===== src/rtl/arb_pkt_mux_if.sv =====
// Bundle of source channels, arbiter request/grant and registered output of arb_pkt_mux.
// Latency: none; this is wiring only.
// Backpressure: carries in_ready/out_ready; slave is the mux view, master is the surrounding logic.
interface arb_pkt_mux_if #(
    parameter int WIDTH      = 4,
    parameter int DATA_WIDTH = 32,
    parameter int SRC_WIDTH  = 2
);
    logic [WIDTH-1:0]            in_valid;
    logic [WIDTH*DATA_WIDTH-1:0] in_data;
    logic [WIDTH-1:0]            in_last;
    logic [WIDTH-1:0]            in_ready;
    logic [WIDTH-1:0]            arb_req;
    logic [WIDTH-1:0]            arb_grant;
    logic                        out_valid;
    logic [DATA_WIDTH-1:0]       out_data;
    logic                        out_last;
    logic [SRC_WIDTH-1:0]        out_src;
    logic                        out_ready;

    modport master (
        output in_valid, in_data, in_last, arb_grant, out_ready,
        input  in_ready, arb_req, out_valid, out_data, out_last, out_src
    );

    modport slave (
        input  in_valid, in_data, in_last, arb_grant, out_ready,
        output in_ready, arb_req, out_valid, out_data, out_last, out_src
    );
endinterface


===== src/rtl/arb_pkt_mux.sv =====
// Packet-aware mux: turns WIDTH valid/ready channels into arbiter requests, registers the granted beat.
// Latency: 1 cycle from input handshake to out_valid; 1 beat/cycle under continuous out_ready.
// Backpressure: no request or accept while the output holds an unaccepted beat. ARB_PKT_MUX_LOCK_EN holds a channel to its last beat.
module arb_pkt_mux #(
    parameter int WIDTH      = 4,
    parameter int DATA_WIDTH = 32,
    parameter int SRC_WIDTH  = 2
) (
    input  logic         clk,
    input  logic         rst,
    arb_pkt_mux_if.slave bus
);
    logic                  out_valid_q, out_valid_d;
    logic [DATA_WIDTH-1:0] out_data_q, out_data_d;
    logic                  out_last_q, out_last_d;
    logic [SRC_WIDTH-1:0]  out_src_q, out_src_d;

    logic                  load_en;
    logic [WIDTH-1:0]      gnt_lsb;
    logic [SRC_WIDTH-1:0]  gnt_idx;
    logic [SRC_WIDTH-1:0]  sel;
    logic                  xfer;
    logic [WIDTH-1:0]      arb_req;
    logic [WIDTH-1:0]      in_ready;

`ifdef ARB_PKT_MUX_LOCK_EN
    typedef enum logic {IDLE, LOCKED} state_t;
    state_t               state_q, state_d;
    logic [SRC_WIDTH-1:0] lock_sel_q, lock_sel_d;
`endif

    assign load_en = ~out_valid_q | bus.out_ready;

    // A multi-hot grant is illegal; the lowest set bit wins so the mux stays well defined.
    assign gnt_lsb = bus.arb_grant & (~bus.arb_grant + WIDTH'(1));

    always_comb begin
        gnt_idx = '0;
        for (int i = WIDTH - 1; i >= 0; i--) begin
            if (bus.arb_grant[i]) gnt_idx = SRC_WIDTH'(i);
        end
    end

    always_comb begin
        arb_req  = '0;
        in_ready = '0;
        sel      = gnt_idx;
        xfer     = 1'b0;
`ifdef ARB_PKT_MUX_LOCK_EN
        state_d    = state_q;
        lock_sel_d = lock_sel_q;
        if (state_q == LOCKED) begin
            // Arbiter sees no request here, so a locked packet spends no credit.
            sel                  = lock_sel_q;
            in_ready[lock_sel_q] = load_en;
            xfer                 = bus.in_valid[lock_sel_q] & load_en;
            if (xfer && bus.in_last[lock_sel_q]) state_d = IDLE;
        end else begin
            arb_req  = bus.in_valid & {WIDTH{load_en}};
            in_ready = gnt_lsb & arb_req;
            xfer     = |in_ready;
            if (xfer && !bus.in_last[gnt_idx]) begin
                state_d    = LOCKED;
                lock_sel_d = gnt_idx;
            end
        end
`else
        arb_req  = bus.in_valid & {WIDTH{load_en}};
        in_ready = gnt_lsb & arb_req;
        xfer     = |in_ready;
`endif
        if (rst) begin
            arb_req  = '0;
            in_ready = '0;
            xfer     = 1'b0;
        end

        out_valid_d = out_valid_q;
        out_data_d  = out_data_q;
        out_last_d  = out_last_q;
        out_src_d   = out_src_q;
        if (load_en) begin
            out_valid_d = xfer;
            if (xfer) begin
                out_data_d = bus.in_data[int'(sel) * DATA_WIDTH +: DATA_WIDTH];
                out_last_d = bus.in_last[sel];
                out_src_d  = sel;
            end
        end
    end

    always_ff @(posedge clk) begin
        if (rst) begin
            out_valid_q <= 1'b0;
            out_data_q  <= '0;
            out_last_q  <= 1'b0;
            out_src_q   <= '0;
        end else begin
            out_valid_q <= out_valid_d;
            out_data_q  <= out_data_d;
            out_last_q  <= out_last_d;
            out_src_q   <= out_src_d;
        end
    end

`ifdef ARB_PKT_MUX_LOCK_EN
    always_ff @(posedge clk) begin
        if (rst) begin
            state_q    <= IDLE;
            lock_sel_q <= '0;
        end else begin
            state_q    <= state_d;
            lock_sel_q <= lock_sel_d;
        end
    end
`endif

    assign bus.arb_req   = arb_req;
    assign bus.in_ready  = in_ready;
    assign bus.out_valid = out_valid_q;
    assign bus.out_data  = out_data_q;
    assign bus.out_last  = out_last_q;
    assign bus.out_src   = out_src_q;
endmodule


===== src/flat_wrapper.sv =====
// flat-port wrapper written by rule: the top's interface ports become plain ports
module arb_pkt_mux_flat 
#(
    parameter int WIDTH      = 4,
    parameter int DATA_WIDTH = 32,
    parameter int SRC_WIDTH  = 2
)
  (clk, rst, bus_in_valid, bus_in_data, bus_in_last, bus_arb_grant, bus_out_ready, bus_in_ready, bus_arb_req, bus_out_valid, bus_out_data, bus_out_last, bus_out_src);
  arb_pkt_mux_if #(.WIDTH(WIDTH), .DATA_WIDTH(DATA_WIDTH), .SRC_WIDTH(SRC_WIDTH)) bus_i ();
  input  logic clk;
  input  logic rst;
  input wire logic [$bits(bus_i.in_valid)-1:0] bus_in_valid;
  input wire logic [$bits(bus_i.in_data)-1:0] bus_in_data;
  input wire logic [$bits(bus_i.in_last)-1:0] bus_in_last;
  input wire logic [$bits(bus_i.arb_grant)-1:0] bus_arb_grant;
  input wire logic [$bits(bus_i.out_ready)-1:0] bus_out_ready;
  output wire logic [$bits(bus_i.in_ready)-1:0] bus_in_ready;
  output wire logic [$bits(bus_i.arb_req)-1:0] bus_arb_req;
  output wire logic [$bits(bus_i.out_valid)-1:0] bus_out_valid;
  output wire logic [$bits(bus_i.out_data)-1:0] bus_out_data;
  output wire logic [$bits(bus_i.out_last)-1:0] bus_out_last;
  output wire logic [$bits(bus_i.out_src)-1:0] bus_out_src;
  assign bus_i.in_valid = bus_in_valid;
  assign bus_i.in_data = bus_in_data;
  assign bus_i.in_last = bus_in_last;
  assign bus_i.arb_grant = bus_arb_grant;
  assign bus_i.out_ready = bus_out_ready;
  assign bus_in_ready = bus_i.in_ready;
  assign bus_arb_req = bus_i.arb_req;
  assign bus_out_valid = bus_i.out_valid;
  assign bus_out_data = bus_i.out_data;
  assign bus_out_last = bus_i.out_last;
  assign bus_out_src = bus_i.out_src;
  arb_pkt_mux #(.WIDTH(WIDTH), .DATA_WIDTH(DATA_WIDTH), .SRC_WIDTH(SRC_WIDTH)) u_core (.clk(clk), .rst(rst), .bus(bus_i));
endmodule

===== config.mk =====
export PLATFORM = sky130hd
export DESIGN_NAME = arb_pkt_mux_flat
export DESIGN_NICKNAME = d
export VERILOG_FILES = /design/src/rtl/arb_pkt_mux_if.sv /design/src/rtl/arb_pkt_mux.sv /design/src/flat_wrapper.sv
export SDC_FILE = /design/constraint.sdc
export NUM_CORES = 1
export LEC_CHECK = 0
export BUFFER_PORTS_ARGS = -buffer_cell sky130_fd_sc_hd__buf_4
export CAP_MARGIN = 5
export CORE_ASPECT_RATIO = 0.9
export CORE_MARGIN = 4
export CORE_UTILIZATION = 35
export DETAILED_ROUTE_END_ITERATION = 10
export PLACE_DENSITY = 0.7
export SKIP_CTS_REPAIR_TIMING = 1
export SLEW_MARGIN = 15
export SYNTH_ARGS = -nofsm -noshare
export SYNTH_HDL_FRONTEND = slang
export SYNTH_SLANG_ARGS = --single-unit

===== constraint.sdc =====
create_clock -name clk -period 3.8 [get_ports clk]
set_input_delay 0 -clock clk [delete_from_list [all_inputs] [get_ports clk]]
set_output_delay 0 -clock clk [all_outputs]
set_load 0.01 [all_outputs]

[Word-level counts from Yosys, hierarchy flattened]
Index checks and enable logic that the tools add are counted.
Operators by class
  add/sub/neg operators: 1
  order comparisons: 1
  shifts and indexed selects: 1
  multiplexer cells: 9
  bitwise operators: 6
  reduce and logical (&&, ||, !) cells: 2
Operators with widths (number)
  variable part select 128 x 8 -> 32 bit: 1
  bitwise AND 4 bit: 3
  two-way mux 2 bit: 4
  two-way mux 4 bit: 2
  adder 4 x 1 -> 4 bit (second input constant): 1
  NOT 4 bit: 1
  OR reduction 4 bit: 1
  < comparator 2 x 3 -> 1 bit (second input constant): 1
  binary-select mux 1 bit (select 2 bit): 1
  two-way mux 1 bit: 2
  AND reduction 2 bit: 1
  NOT 1 bit: 1
  bitwise OR 1 bit: 1
Word-level totals
  bits in registers: 36
  output and inout port bits: 44
  word-level logic and storage cells: 24

[Depth between registers and ports, before layout]
Gate-level depths: netlist (run 1).
  word-level depth: 7
  gate-level depth with buffers: 7
  depth with buffers taken out: 4

[Worst setup path after synthesis (run 1)]
OpenSTA, ideal clock, no wires.
  path kind: register to register
  from: register u_core.out_valid_q (netlist: u_core.bus.out_valid)
  to: register u_core.out_src_q[1] (netlist: u_core.bus.out_src[1])
  data arrival time: 1.288 ns
  required time: 3.679 ns
  slack: 2.391 ns
  cell stages (with the launch flop): 5
  cell sequence: dfxtp_1 a21oi_1 nor3b_2 buf_6 mux2_2
On the way
  cells in the longest elaborated chain, start to end: 7
Ends and longest elaborated chain
  start: declaration: line arb_pkt_mux.sv:13  | logic out_valid_q, out_valid_d;
  start signal: assignment: line arb_pkt_mux.sv:99  | out_valid_q <= out_valid_d;
  NOT 1 bit *: line arb_pkt_mux.sv:32  | assign load_en = ~out_valid_q | bus.out_ready;
  bitwise OR 1 bit *: line arb_pkt_mux.sv:32
  bitwise AND 4 bit: line arb_pkt_mux.sv:68  | arb_req = bus.in_valid & {WIDTH{load_en}};
  bitwise AND 4 bit: line arb_pkt_mux.sv:69  | in_ready = gnt_lsb & arb_req;
  OR reduction 4 bit: line arb_pkt_mux.sv:70  | xfer = |in_ready;
  two-way mux 1 bit: line arb_pkt_mux.sv:72  | if (rst) begin
  AND reduction 2 bit (no line) *
  end signal: assignment: line arb_pkt_mux.sv:102  | out_src_q <= out_src_d;
  end: declaration: line arb_pkt_mux.sv:16  | logic [SRC_WIDTH-1:0] out_src_q, out_src_d;
Every way passes the cells marked *; elsewhere a longest branch is shown, timed or not.
A chain may end at the register's enable or synchronous reset.

[Worst setup path after layout (run 1)]
  from: register u_core.out_valid_q (netlist: u_core.bus.out_valid)
  to: register u_core.out_data_q[8] (netlist: u_core.bus.out_data[8])
On the way
  cells in the longest elaborated chain, start to end: 7
Ends and longest elaborated chain
  NOT 1 bit *: line arb_pkt_mux.sv:32
  bitwise OR 1 bit *: line arb_pkt_mux.sv:32
  bitwise AND 4 bit: line arb_pkt_mux.sv:68
  bitwise AND 4 bit: line arb_pkt_mux.sv:69
  OR reduction 4 bit: line arb_pkt_mux.sv:70
  two-way mux 1 bit: line arb_pkt_mux.sv:72
  AND reduction 2 bit (no line) *
  end signal: assignment: line arb_pkt_mux.sv:100  | out_data_q <= out_data_d;
  end: declaration: line arb_pkt_mux.sv:14  | logic [DATA_WIDTH-1:0] out_data_q, out_data_d;
Marks and branches as above.

==> results of run 1 <==
==> worst paths after layout <==
path | from | end | cells past startpoint
setup reg to reg | u_core.bus.out_valid | u_core.bus.out_data[8] | 4
setup / recovery | u_core.bus.out_valid | u_core.bus.out_data[8] | 4
hold / removal | bus_in_data[28] | u_core.bus.out_data[28] | 3
hold reg to reg | u_core.bus.out_src[0] | u_core.bus.out_src[0] | 2
==> cells in the mapped netlist, drive strengths merged <==
master / count / share of area
or2: 1 / 0.0026
a221oi: 34 / 0.13
a21oi: 1 / 0.0021
dfxtp: 36 / 0.30
nor3b: 1 / 0.0052
nor2: 4 / 0.0062
o21ai: 1 / 0.0021
a22o: 33 / 0.12
mux2i: 34 / 0.14
nor3: 1 / 0.0021
o2bb2ai: 1 / 0.0036
inv: 3 / 0.0047
buf: 7 / 0.032
a2bb2oi: 1 / 0.0036
and3: 4 / 0.010
and2b: 1 / 0.0031
mux2: 1 / 0.0047
clkbuf: 18 / 0.028
o31ai: 1 / 0.0088
nand2b: 34 / 0.088
nor2b: 2 / 0.0083
and2: 37 / 0.096
==> report_power, final <==
part | switching (mW) | total [mW] | internal [mW]
sequential | 0.0225 | 0.440 | 0.417
combinational | 0.158 | 0.390 | 0.232
clock | 0.125 | 0.250 | 0.125
==> worst max-delay path: cells and delay by family, from the launching register on <==
| family | cells | cell delay [ns] |
|---|---|---|
| AO/OA/AOI/OAI | 1 | 0.34 |
| buffers and inverters | 1 | 0.38 |
| flip-flops | 1 | 0.34 |
| multiplexers | 1 | 0.23 |
| AND/OR/NAND/NOR | 1 | 0.69 |
==> cells in the final DEF (no fill, tap or decap), types with 3 or more instances in the layout <==
cell type / n
buf_4: 191
and2_1: 37
dfxtp_1: 36
nand2b_1: 34
mux2i_1: 34
a22o_1: 33
a221oi_1: 33
clkbuf_8: 5
and3_1: 4
inv_1: 3
nor2_1: 3
==> cells by family (layout without fill, tap and decap cells) <==
group                  Yosys count  after routing  share of synthesized area
AO/OA/AOI/OAI                   72             72                      0.270
multiplexers                    35             35                      0.145
AND/OR/NAND/NOR                 85             85                      0.222
flip-flops                      36             36                      0.298
buffers and inverters           28            201                     0.0647
==> metrics by stage <==
step	std cells	power, mW	utilization	hold WS [ns]	instance area [sq um]
4_1_cts	519	1.09	0.587	0.00218	3910
6_report	519	1.08	0.587	0.00425	3910
3_3_place_gp	512	0.834	0.575	0.284	3830
2_1_floorplan	256	0.629	-	0.144	2420
3_5_place_dp	512	0.841	0.575	0.298	3830
5_1_grt	519	1.14	0.587	0.0193	3910
==> cell type report <==
| cell class | instances | share of cell area |
|---|---|---|
| multi-input combinational | 192 | 0.397 |
| timing repair buffer | 191 | 0.367 |
| sequential | 36 | 0.185 |
| tap | 90 | 0.0288 |
| clock buffer | 6 | 0.0186 |
| inverter | 3 | 0.00288 |
| clock inverter | 1 | 0.00128 |
==> flip-flops by register name, summed over array words and instances, names as in the netlist <==
register              cells
u_core.bus.out_data      32
u_core.bus.out_src        2
u_core.bus.out_last       1
u_core.bus.out_valid      1
==> per-layer routing <==
layer,track usage,part of all wire
met2,0.365,0.51
met3,0.0477,0.070
met5,0,0
met4,0.0465,0.0084
met1,0.248,0.41
==> results.toml, run 1 <==
[timing]
finalClockSkew_ns = 0.00329
clock.fmax_mhz = 488
post-route-period-util = 0.539
rsz0062_at_grt = "false"
final.setup.worst_slack_ns = 1.75
worst_slew_pin_slew_ns = 0.955
tns_ns = 0
maxSlewViolCount = 0
relSlewSlack = 0.363
hold_viol = 0
finalSetupViolations = 0
min_period_ns = 2.05

[cells_and_area]
fillers = 640
nNetsFinal = 572
drive_above_1_share = 0.473
num_antenna_cells = 0
regArea_sq_um = 721
multi_input_area_sq_um = 1550
area_growth_pct = 61.5

[worst_setup_path]
critical_path.endpoint_type = "register"
path_class = "reg2reg"
worst_ep_arrival_time_ns = 2.25
start_kind = "register"
worstPathRequired_ns = 4.00
crit_fanout = 13
path_cells = "a21oi_1 -> nor3b_4 -> buf_4 -> mux2i_1"
cpPeakStageDelay_ns = 0.69
critPathSlowestCell = "nor3b_4"
reg2reg_setup_slack_ns = 1.75

[drt]
drt_iter0_drc = 76
ant_nets = 0
route.detailed.drc = 0
routed_via_density = 5.04
first_pass_iters = 4
num_vias = 2616
detail_route.wirelength_microns = 8810
wl_per_cell_microns = 17.0

[clock_network]
clkLatencyLatePin_ns = 0.28
htreeDepth = 2
cts_buffers = 5
path_clk_slew_ns = 0.07
clock-sinks = 36
cts-root-buf = "clkbuf_8"
cts_tree = "built"
cts_buffer_depth = 2

[global_route]
track_usage = 0.205
antenna_found_initial = 0
grt_pass1_wl_microns = 13400
grt_max_degree = 40
gr-total-overflow = 0
grt_pass1_vias = 2763

[placement]
gp_congestion = 0.793
dp_slack_ns = 1.47
portBuffers = 186
place.detailed.hpwl_microns = 6800

[status]
status = "completed"

[synthesis]
synth_cell_types = 26
synth.net_count = 399
yosysWarnings = 0
synth_cells = 256
syn_avg_cell_area_sq_um = 9.44
ys_seq_area_frac = 0.298
synth-seq-cells = 36
netlist_area_sq_um = 2420

[floorplanning]
die_width_microns = 95.6
row_count = 28
initial_utilization = 0.363
dieArea_sq_um = 8300
fp.dieH_microns = 86.8
coreArea_sq_um = 6660
io_pins = 187

[min_path]
hold_class = "in2reg"

[power_and_ir_drop]
ir_worst_vdd_v = 0.000147
power.density_nw_per_um2 = 276
leakage_nw = 1.84

[run]
drv_cap = 0
(Power assumes the default switching activity.)
==> run 2, diff against run 1 <==
Settings changed: ABC_AREA set to 1, PLACE_DENSITY 0.7 to 0.68.
Clock period 3.8 ns to 1.8 ns, I/O delays scaled along.
==> run 2 against run 1 <==
Total power rose by 140%. Clock power increased to 2.8 times the previous value. Sequential power up 110%. Die area is 23% higher. Critical path depth grew 3. Utilization is 3.1 points lower. Final cell count is 67% higher. Sequential cell count is the same. Critical path type unchanged. Largest cell class unchanged. Largest power group is now combinational logic.
==> results.toml, run 2 <==
[status]
status = "completed"

[global_route]
antenna_found_initial = 0
grt_max_degree = 39
track_usage = 0.184
grt_pass1_vias = 3469
gr-total-overflow = 0
grt_pass1_wl_microns = 15600

[timing]
rsz0062_at_grt = "false"
relSlewSlack = 0.583
maxSlewViolCount = 0
hold_viol = 0
clock.fmax_mhz = 643
post-route-period-util = 0.864
final.setup.worst_slack_ns = 0.245
finalSetupViolations = 0
min_period_ns = 1.56
tns_ns = 0
whs_ns = 0.0900
finalClockSkew_ns = 0.00597
worst_slew_pin_slew_ns = 0.625

[min_path]
hold_class = "in2reg"
holdCritStartpoint = "bus_in_data[126]"

[cells_and_area]
nNetsFinal = 894
post-route-util = 0.555
fillers = 868
drive_above_1_share = 0.286
regArea_sq_um = 721
fin_area_sq_um = 4590
post_layout_nonfiller_instances = 867
multi_input_area_sq_um = 1620
area_growth_pct = 50.8
largest_reg_flops = 32
num_antenna_cells = 0
final_common_cell = "nand2_1"
mostFrequentLayoutCells = "nand2_1 (239), buf_4 (193), inv_1 (139), nand3_1 (102), dfxtp_1 (36)"

[synthesis]
ys.flop_type = "dfxtp_1"
syn_avg_cell_area_sq_um = 5.25
synth_area_leader_cell = "nand2_1"
synth_cells = 580
netlist_area_sq_um = 3040
synth.net_count = 723
synth_edf_count = 0
synth_cell_types = 21
synth-seq-cells = 36
yosysWarnings = 0
synthTopCellsByCount = "nand2_1 (240), inv_1 (139), nand3_1 (102), dfxtp_1 (36)"
synth_top_area_frac = 0.296
synth.most_common_cell = "nand2_1"
synthArstFlopShare = 0
yosys-top-cells-area = "nand2_1 (30%), dfxtp_1 (24%), inv_1 (17%)"
ys_seq_area_frac = 0.237

[power_and_ir_drop]
leakage_nw = 2.99
ir_worst_vdd_v = 0.000306
switching_share = 0.313
power.switching_mw = 0.795
total_power_mw = 2.54
clkPwrFrac = 0.275
pwr-share-seq = 0.360
intPower_mw = 1.74
power.density_nw_per_um2 = 553
power_frac_comb = 0.365

[worst_setup_path]
rr_startpoint = "u_core.bus.out_valid"
crit_fanout = 21
r2r_end = "u_core.bus.out_data[16]"
critical_path.endpoint_type = "register"
path_class = "reg2reg"
reg2reg_setup_slack_ns = 0.24
worst_ep_arrival_time_ns = 1.79
cp-startpoint = "u_core.bus.out_valid"
start_kind = "register"
ff2ff_path_depth = 7
worstPathRequired_ns = 2.03
cp-endpoint = "u_core.bus.out_data[16]"

[clock_network]
path_clk_slew_ns = 0.08
clock-sinks = 36
cts-root-buf = "clkbuf_8"
cts_buffer_depth = 2
cts_tree = "built"
clkLatencyLatePin_ns = 0.29
htreeDepth = 2
cts_buffers = 5

[drt]
route.detailed.drc = 0
num_vias = 3811
drt_iter0_drc = 154
routed_via_density = 4.40
ant_nets = 0
detail_route.wirelength_microns = 9740
wl_per_cell_microns = 11.2
first_pass_iters = 5

[placement]
gp_congestion = 0.882
dp_slack_ns = 0.277
portBuffers = 186
placed_area_sq_um = 4470
place.detailed.hpwl_microns = 7800
dpl.cell_count = 858

[floorplanning]
die_width_microns = 106
io_pins = 187
row_count = 31
coreArea_sq_um = 8260
initial_utilization = 0.368
dieArea_sq_um = 10300
fp.dieH_microns = 96.5

[run]
drv_cap = 0
## run 2: changes by cell type after synthesis, moves of 33 or more
cell      before  now
nand2_1        0  240
inv_1          3  139
nand3_1        0  102
and2_1        37    0
mux2i_1       34    0
nand2b_1      34    0
a221oi_1      33    0
a22o_1        33    0
## run 2: worst min path at each step
stage,to,cells after the start
after floorplan,bus_arb_req[0],2
after global placement,u_core.bus.out_valid,2
after detailed placement,u_core.bus.out_valid,2
after CTS,u_core.bus.out_valid,2
after global routing,u_core.bus.out_data[30],7
final,u_core.bus.out_data[30],7
## run 2: routing by layer
| metal | global-route usage | share of wire | up-vias | wire length (microns) |
|---|---|---|---|---|
| met5 | 0 | 0 | - | 0 |
| met4 | 0.0345 | 0.0025 | 0 | 24 |
| met3 | 0.0744 | 0.11 | 2 | 1040 |
| met2 | 0.310 | 0.46 | 143 | 4500 |
| met1 | 0.224 | 0.43 | 1640 | 4180 |
| li1 | - | - | 2026 | - |
## run 2: final cells by class
| type | instances | area share |
|---|---|---|
| Multi-Input combinational cell | 371 | 0.352 |
| Inverter | 143 | 0.117 |
| Clock inverter | 3 | 0.00927 |
| Timing Repair Buffer | 194 | 0.318 |
| Clock buffer | 5 | 0.0150 |
| Sequential cell | 36 | 0.157 |
| Tap cell | 115 | 0.0314 |
## run 2: kinds of logic (layout without fill, tap and decap cells)
group	after synthesis	in the layout	synth area share
compound gates	7	7	0.0185
flops	36	36	0.237
simple gates	364	364	0.507
buf+inv	173	345	0.238
## run 2: critical path, stage by stage (launching register included)
cell and delay, ns:
dfxtp_1 0.34, nand2_1 0.16, nand3_1 0.14, nand2_2 0.10
nor2_8 0.28, buf_4 0.30, nand3_1 0.11, nand2_1 0.07
## run 2: power by group through the flow
stage,Sequential (mW),Clock (mW),Combinational (mW)
6_report,0.913,0.698,0.925
2_1_floorplan,0.959,0,0.449
5_1_grt,0.922,0.763,1.04
4_1_cts,0.913,0.716,0.934
3_3_place_gp,0.928,0,0.920
3_5_place_dp,0.931,0,0.930
==> run 3, diff against run 2 <==
Settings changed: ABC_AREA 1 to unset, PLACE_DENSITY 0.68 to 0.73.
==> run 3 against run 2 <==
Sequential power increased by 1%. Utilization grew 4.3 points. Register-to-register slack better by 0.09 ns. Fmax is 6.3% higher. Cell area fell by 13%. Die area is 19% lower. Global-route usage rose by 0.90 points. Worst setup slack better by 0.092 ns. Largest cell class unchanged. Largest power group is now sequential cells. Highest routed layer unchanged.
==> results.toml, run 3 (synthesis gave the netlist of run 1 again) <==
[worst_setup_path]
crit_fanout = 20
cpPeakStageDelay_ns = 0.37
worstPathRequired_ns = 2.01
start_kind = "register"
path_class = "reg2reg"
path_cells = "a21oi_1 -> nor3b_4 -> buf_4 -> mux2i_1"
worst_ep_arrival_time_ns = 1.68
crit_family = "buffers and inverters"
rr_startpoint = "u_core.bus.out_valid"
critPathSlowestCell = "buf_4"
worst-path-stages = 4
cp-endpoint = "u_core.bus.out_last"
reg2reg_setup_slack_ns = 0.34
r2r_end = "u_core.bus.out_last"
critical_path.endpoint_type = "register"
ff2ff_path_depth = 4
cp-startpoint = "u_core.bus.out_valid"
critPathBufInv = 1

[timing]
relSlewSlack = 0.532
worst_slew_pin_slew_ns = 0.702
finalSetupViolations = 0
maxSlewViolCount = 0
rsz0062_at_grt = "false"
hold_viol = 0
clock.fmax_mhz = 683
min_period_ns = 1.46
finalClockSkew_ns = 0.00293
tns_ns = 0
post-route-period-util = 0.813

[power_and_ir_drop]
intPower_mw = 1.79
pwr-share-seq = 0.378
ir_worst_vdd_v = 0.000217
power.density_nw_per_um2 = 614
leakage_nw = 1.88
power.switching_mw = 0.658
switching_share = 0.269
power_frac_comb = 0.339
clkPwrFrac = 0.283

[floorplanning]
fp.dieH_microns = 86.8
row_count = 28
dieArea_sq_um = 8300
coreArea_sq_um = 6660
die_width_microns = 95.6
initial_utilization = 0.363
io_pins = 187

[clock_network]
htreeDepth = 2
cts_buffer_depth = 2
cts_tree = "built"
clock-sinks = 36
cts_buffers = 5
cts-root-buf = "clkbuf_8"
clkLatencyLatePin_ns = 0.28
path_clk_slew_ns = 0.07

[cells_and_area]
final_common_cell = "buf_4"
area_growth_pct = 64.9
largest_reg_flops = 32
drive_above_1_share = 0.477
post-route-util = 0.599
nNetsFinal = 578
fin_area_sq_um = 3990
num_antenna_cells = 0
mostFrequentLayoutCells = "buf_4 (195), and2_1 (37), dfxtp_1 (36), nand2b_1 (34), mux2i_1 (34)"

[drt]
wl_per_cell_microns = 16.0
ant_nets = 0
drt_iter0_drc = 84
route.detailed.drc = 0
first_pass_iters = 4
num_vias = 2663
detail_route.wirelength_microns = 8440
routed_via_density = 5.06

[placement]
place.detailed.hpwl_microns = 6580
gp_congestion = 0.795
placed_area_sq_um = 3860
portBuffers = 186

[global_route]
gr-total-overflow = 0
track_usage = 0.193
grt_max_degree = 40
grt_pass1_vias = 2662
antenna_found_initial = 0
grt_pass1_wl_microns = 12700

[status]
status = "completed"

[run]
drv_cap = 0

[min_path]
holdPathStages = 3
hold_class = "in2reg"
-- run 3: cell count changes in the layout (fill, tap and decap cells not counted), sizes merged, moves of 4 or more --
cell	before	now
nand2	242	0
inv	143	3
nand3	103	0
and2	0	37
a221oi	0	34
mux2i	0	34
nand2b	0	34
a22o	0	33
nor2	17	4
and3	0	4
-- run 3: worst min path at each step --
stage,from,endpoint,slack [ns]
detailed placement,bus_in_data[12],u_core.bus.out_data[12],0.30
floorplan,bus_in_valid[0],bus_arb_req[0],0.14
global route,bus_in_data[26],u_core.bus.out_data[26],0.003
CTS,bus_in_data[12],u_core.bus.out_data[12],-0.004
finish,bus_in_data[26],u_core.bus.out_data[26],0.005
global placement,bus_in_data[8],u_core.bus.out_data[8],0.29
-- run 3: metal layers --
| layer | track usage | share of wire | vias to the layer above |
|---|---|---|---|
| met3 | 0.0434 | 0.069 | 8 |
| li1 | - | - | 1324 |
| met2 | 0.337 | 0.51 | 94 |
| met1 | 0.234 | 0.41 | 1237 |
| met5 | 0 | 0 | - |
| met4 | 0.0568 | 0.012 | 0 |
-- run 3: final cells by class --
cell class	instances	area (sq um)
sequential	36	721
clock buffer	6	72.6
fill	605	2670
multi-input combinational	192	1550
timing repair buffer	197	1480
clock inverter	2	35.0
inverter	3	11.3
tap	90	113
-- run 3: metrics by stage --
step                      hold slack (ns)  power, mW  std cells  setup WS [ns]
after floorplan                     0.144       1.33        256          0.391
after global placement              0.285       1.76        516          0.311
after detailed placement            0.298       1.77        516          0.228
after CTS                        -0.00361       2.48        524          0.327
after global routing              0.00307       2.58        526          0.208
final                             0.00454       2.45        526          0.337
-- run 3: worst reg2reg max path: stages, from the launching register on --
cell     delay, ns
dfxtp_1       0.34
a21oi_1       0.19
nor3b_4       0.26
buf_4         0.37
mux2i_1       0.24
-- run 3: power by group through the flow --
stage          Sequential, mW  Combinational [mW]  Clock [mW]
6_report                0.925               0.829       0.693
5_1_grt                 0.935               0.893       0.755
4_1_cts                 0.925               0.833       0.722
3_5_place_dp            0.942               0.832           0
3_3_place_gp            0.937               0.826           0
2_1_floorplan           0.977               0.350           0
